===== config.mk =====
export PLATFORM = sky130hd
export DESIGN_NAME = hy_stream_source
export DESIGN_NICKNAME = d
export VERILOG_FILES = /design/src/rtl/hy_stream_source.sv
export SDC_FILE = /design/constraint.sdc
export NUM_CORES = 2
export LEC_CHECK = 0
export BUFFER_PORTS_ARGS = -buffer_cell sky130_fd_sc_hd__buf_4
export CORE_MARGIN = 5
export CORE_UTILIZATION = 56
export CTS_CLUSTER_DIAMETER = 40
export DETAILED_ROUTE_END_ITERATION = 10
export PLACE_DENSITY = 0.72
export RECOVER_POWER = 100
export SETUP_SLACK_MARGIN = 0.4
export SYNTH_ARGS = -nofsm -noshare
export SYNTH_HDL_FRONTEND = slang
export SYNTH_SLANG_ARGS = --single-unit

===== constraint.sdc =====
create_clock -name clk -period 4.8 [get_ports clk]
set_clock_uncertainty 0.15 [all_clocks]
set_input_delay 0.96 -clock clk [delete_from_list [all_inputs] [get_ports clk]]
set_output_delay 0.96 -clock clk [all_outputs]
set_load 0.02 [all_outputs]

===== src/rtl/hy_stream_source.sv =====
// Register-file stimulus source for x_calculate: holds one 4x4 H and one 8-entry Y,
// then replays them as NUM_Q detection passes, each handshaked by q_done.
module hy_stream_source #(
  parameter int N       = 32,
  parameter int NUM_Q   = 16,
  parameter int TIMEOUT = 1024
) (
  input  logic         clk,
  input  logic         rst,
  input  logic         ld_valid,
  input  logic         ld_sel,
  input  logic [3:0]   ld_addr,
  input  logic [N-1:0] ld_r,
  input  logic [N-1:0] ld_i,
  input  logic         start,
  output logic         busy,
  output logic         done,
  output logic         err,
  output logic         start_new_q,
  output logic [3:0]   q_index,
  output logic         H_in_valid,
  output logic [N-1:0] H_in_r,
  output logic [N-1:0] H_in_i,
  output logic         Y_in_valid,
  output logic [N-1:0] Y_in_r,
  output logic [N-1:0] Y_in_i,
  input  logic         q_done
);

  localparam int               WW       = $clog2(TIMEOUT + 1);
  localparam logic [3:0]       LAST_Q   = 4'(NUM_Q - 1);
  localparam logic [WW-1:0]    WAIT_MAX = WW'(TIMEOUT - 1);

  typedef enum logic [1:0] {
    S_IDLE,
    S_ISSUE,
    S_STREAM,
    S_WAIT
  } state_t;

  state_t         r_state, w_state_nxt;
  logic [3:0]     r_pass, w_pass_nxt;
  logic [3:0]     r_beat, w_beat_nxt;
  logic [WW-1:0]  r_wait;
  logic           r_pend;
  logic           r_err;
  logic           w_hit;
  logic           w_timeout;
  logic           w_done;
  logic           w_h_on;
  logic           w_y_on;

  logic [N-1:0]   r_mem_h_r [16];
  logic [N-1:0]   r_mem_h_i [16];
  logic [N-1:0]   r_mem_y_r [8];
  logic [N-1:0]   r_mem_y_i [8];

  logic           r_h_valid;
  logic [N-1:0]   r_h_r, r_h_i;
  logic           r_y_valid;
  logic [N-1:0]   r_y_r, r_y_i;

  always_ff @(posedge clk) begin
    if (ld_valid && r_state == S_IDLE) begin
      if (!ld_sel) begin
        r_mem_h_r[ld_addr] <= ld_r;
        r_mem_h_i[ld_addr] <= ld_i;
      end else if (!ld_addr[3]) begin
        r_mem_y_r[ld_addr[2:0]] <= ld_r;
        r_mem_y_i[ld_addr[2:0]] <= ld_i;
      end
    end
  end

  always_comb begin
    w_state_nxt = r_state;
    w_pass_nxt  = r_pass;
    w_beat_nxt  = r_beat;
    w_hit       = r_pend | q_done;
    w_timeout   = 1'b0;
    w_done      = 1'b0;
    case (r_state)
      S_IDLE: begin
        if (start) begin
          w_state_nxt = S_ISSUE;
          w_pass_nxt  = '0;
        end
      end
      S_ISSUE: begin
        w_state_nxt = S_STREAM;
        w_beat_nxt  = '0;
      end
      S_STREAM: begin
        if (r_beat == 4'd15) begin
          w_state_nxt = S_WAIT;
          w_beat_nxt  = '0;
        end else begin
          w_beat_nxt  = r_beat + 4'd1;
        end
      end
      S_WAIT: begin
        // A completion seen on the final wait cycle wins over the timeout.
        if (w_hit) begin
          if (r_pass == LAST_Q) begin
            w_done      = 1'b1;
            w_state_nxt = S_IDLE;
            w_pass_nxt  = '0;
          end else begin
            w_state_nxt = S_ISSUE;
            w_pass_nxt  = r_pass + 4'd1;
          end
        end else if (r_wait == WAIT_MAX) begin
          w_timeout   = 1'b1;
          w_done      = 1'b1;
          w_state_nxt = S_IDLE;
          w_pass_nxt  = '0;
        end
      end
      default: begin
        w_state_nxt = S_IDLE;
        w_pass_nxt  = '0;
        w_beat_nxt  = '0;
      end
    endcase
  end

  always_ff @(posedge clk or posedge rst) begin
    if (rst) begin
      r_state <= S_IDLE;
      r_pass  <= '0;
      r_beat  <= '0;
      r_wait  <= '0;
      r_pend  <= 1'b0;
      r_err   <= 1'b0;
    end else begin
      r_state <= w_state_nxt;
      r_pass  <= w_pass_nxt;
      r_beat  <= w_beat_nxt;
      r_wait  <= (r_state == S_WAIT) ? r_wait + WW'(1) : '0;
      if (w_state_nxt == S_ISSUE && r_state != S_ISSUE) begin
        r_pend <= 1'b0;
      end else if (r_state != S_IDLE) begin
        r_pend <= r_pend | q_done;
      end
      if (r_state == S_IDLE && start) begin
        r_err <= 1'b0;
      end else if (w_timeout) begin
        r_err <= 1'b1;
      end
    end
  end

  // Beat outputs are registered from the next-state view so beat b lines up with STREAM cycle b.
  assign w_h_on = (w_state_nxt == S_STREAM);
  assign w_y_on = w_h_on && !w_beat_nxt[3];

  always_ff @(posedge clk or posedge rst) begin
    if (rst) begin
      r_h_valid <= 1'b0;
      r_h_r     <= '0;
      r_h_i     <= '0;
      r_y_valid <= 1'b0;
      r_y_r     <= '0;
      r_y_i     <= '0;
    end else begin
      r_h_valid <= w_h_on;
      r_h_r     <= w_h_on ? r_mem_h_r[w_beat_nxt] : '0;
      r_h_i     <= w_h_on ? r_mem_h_i[w_beat_nxt] : '0;
      r_y_valid <= w_y_on;
      r_y_r     <= w_y_on ? r_mem_y_r[w_beat_nxt[2:0]] : '0;
      r_y_i     <= w_y_on ? r_mem_y_i[w_beat_nxt[2:0]] : '0;
    end
  end

  assign busy        = (r_state != S_IDLE);
  assign done        = w_done;
  assign err         = r_err | w_timeout;
  assign start_new_q = (r_state == S_ISSUE);
  assign q_index     = r_pass;
  assign H_in_valid  = r_h_valid;
  assign H_in_r      = r_h_r;
  assign H_in_i      = r_h_i;
  assign Y_in_valid  = r_y_valid;
  assign Y_in_r      = r_y_r;
  assign Y_in_i      = r_y_i;

endmodule


==> reports/results.ini <==
[synthesis]
synth_top_area_share_pct = 71.3
yosysMostFrequentCell = edfxtp_1
synthCells = 3650
synth.largest_area_cell = edfxtp_1
ys.flop_type = edfxtp_1
synth_area_leaders = edfxtp_1 71%, dfrtp_1 5.9%, mux4_2 4.7%
synth_edf_count = 1536
yosys_warnings = 0
avgSynthCellArea_sq_um = 17.7
netlist_area_sq_mm = 0.0646
synth-seq-area-share_pct = 77.3
synth_fp_nets = 3731
ys_types = 62
async_flop_share_pct = 9.06
ys_seq_elements = 1689
yosys-top-cells-count = 1536 x edfxtp_1, 533 x nand2_1, 196 x a21oi_1

[timing]
fmaxAchievable_mhz = 225
tightest_slew_ps = 2650
setup_ws_ps = 360
rsz0062_at_grt = false
min_period_ps = 4440
slew_violations = 1028
setup_viol = 0
final_hold_viol_count = 0
fin_crit_sh_pct = 92.5
slew_headroom_pct = -76.4

[placed_design]
dp_hpwl_um = 80800
place_ws_ps = 929
place.gp.congestion = 0.793
port_buffers = 211
dp_cells = 5258

[power]
power_density_mw_per_mm2 = 505
p_int_mw = 27.1
ir_drop_uv = 356
clkPwrFrac_pct = 38.4
p_leak_nw = 23.9
switchingPower_mw = 9.85
seq_power_share_pct = 45.7
swShare_pct = 26.6
pwr-share-comb_pct = 15.9

[setup_path]
worstPathMaxFanout = 21
crit_path_start_kind = flop
cp-end-kind = flop
critPathKind = reg2reg
required_ps = 5050
cp.arrival_ps = 4690

[global_route]
grt_max_degree = 192
grt-ovfl-total = 0
grt_pass1_vias = 34900
antenna_found_initial = 6
grt_usage_pct = 24.8
grt_pass1_wl_um = 224000

[finish]
final_util_pct = 63.9
finalNonFillerCells = 5603
layout-drive-gt1-share_pct = 16.9
final_nets = 4013
area_growth_pct = 13.2

[drt]
drt_wl_total_um = 152000
final_antenna_net_count = 0
vias_per_cell = 6.16
wl_per_cell_um = 27.0
vias = 34500
drt_iter0_drc = 3493
drt-pass1-iter-count = 5
drc_errors = 0

[die]
rows = 124
die_w_um = 350
start_util_pct = 56.5
core_area_sq_mm = 0.115
die_area_sq_mm = 0.122
io_pins = 212
fp.dieH_um = 350

[clock_network]
clock-root-buffer = clkbuf_16
cts_buffers = 184
clock_latency_ps = 800
ctsResizeCount = 0
cts_tree = yes
post-cts-setup-buffers = 0
cts.sinks = 1689
cts_buffer_depth = 3
htree_levels = 4
cts-hold-fix-buffers = 0
clkTransAtPathRegs_ps = 60

[run_status]
outcome = complete, but fails checks
violations = max-capacitance violations, max-slew violations

[worst_hold_path]
min_path_type = in2reg

[run]
drv_cap = 34

## stage by stage
step | TNS, ps | cell area, sq um | hold slack, ps | total power, mW
after global placement | 0 | 68300 | 327 | 23.4
after detailed placement | 0 | 68300 | 326 | 23.5
after floorplan | -15840 | 64700 | 301 | 21.5
final | 0 | 73200 | 310 | 37.0
after CTS | 0 | 74600 | 224 | 37.6
after global routing | 0 | 73200 | 308 | 38.4
## cell type report
cell class              count  area [sq um]
flip-flops and latches   1689         50000
fillers                  7963         41300
multi-input cells        1734         13300
clock buffers             228          4910
well taps                1512          1890
repair buffers            312          1740
clock inverters           115          1350
inverters                  11          55.1
diodes                      2          5.00
## registers in the layout, indices dropped and copies added, names as in the netlist
register and cells:
r_mem_h_i 512, r_mem_h_r 512, r_mem_y_i 256, r_mem_y_r 256, H_in_i 32, H_in_r 32, Y_in_i 32, Y_in_r 32
r_wait 11, q_index 4, r_beat 4, r_state 2, H_in_valid 1, Y_in_valid 1, r_err 1, r_pend 1
## worst paths after layout
check | startpoint | endpoint | slack [ps] | depth (start not counted)
max | r_state[1]$_DFF_PP0_ | r_mem_h_r[5][30]$_DFFE_PP_ | 360 | 6
min | q_done | r_pend$_DFFE_PP0P_ | 310 | 3
max reg2reg | r_state[1]$_DFF_PP0_ | r_mem_h_r[5][30]$_DFFE_PP_ | 360 | 6
min reg2reg | r_wait[0]$_DFF_PP0_ | r_wait[0]$_DFF_PP0_ | 330 | 1
max in group asynchronous | rst | Y_in_i[5]$_DFF_PP0_ | 1020 | 3
min in group asynchronous | rst | r_wait[8]$_DFF_PP0_ | 470 | 2
## layer usage
metal  part of all wire (%)  routed length, um  GRT usage [%]  vias to the layer above
met5                 0.0053                  8              0                        -
li1                       -                  -              -                    14900
met2                     49              73900           40.2                     1534
met1                     40              60700           34.3                    17800
met3                    8.3              12600           5.14                      257
met4                    2.9               4330           8.03                        2
## power groups by stage
stage / clock network, mW / registers (mW) / logic (mW)
4_1_cts: 14.4 / 16.9 / 6.32
3_5_place_dp: 0 / 17.2 / 6.29
6_report: 14.2 / 16.9 / 5.90
3_3_place_gp: 0 / 17.2 / 6.19
2_1_floorplan: 0 / 17.5 / 4.05
5_1_grt: 15.1 / 16.9 / 6.35
## logic make-up after synthesis
family	synth area share, %
AO/OA/AOI/OAI	6.21
flip-flops	77.3
XOR/XNOR	0.122
AND/OR/NAND/NOR	5.68
buffers and inverters	1.95
adder cells (fa/ha/maj)	0.135
multiplexers	8.63
## critical path: stages, from the launching register on
cell      delay (ps)
dfrtp_1          420
inv_1            130
ha_1             290
nand2_1          270
or3_1            680
nor2_1          1220
clkbuf_2         840
## cells in the final DEF, fill, tap and decap left out, types with 39 or more instances in the layout
| cell type | netlist | layout |
|---|---|---|
| mux4_2 | 134 | 134 |
| nor3_2 | 62 | 58 |
| o32ai_1 | 4 | 39 |
| clkbuf_1 | 90 | 253 |
| a31oi_1 | 63 | 63 |
| nand2_1 | 533 | 530 |
| mux2i_1 | 182 | 182 |
| mux2_2 | 54 | 54 |
| clkbuf_16 | 0 | 185 |
| dfrtp_1 | 153 | 153 |
| edfxtp_1 | 1536 | 1536 |
| a211oi_1 | 117 | 117 |
| o22ai_1 | 74 | 74 |
| o21ai_0 | 60 | 60 |
| and3_1 | 67 | 67 |
| a21oi_1 | 196 | 195 |
Note: power is estimated with default switching activity, not from simulation.
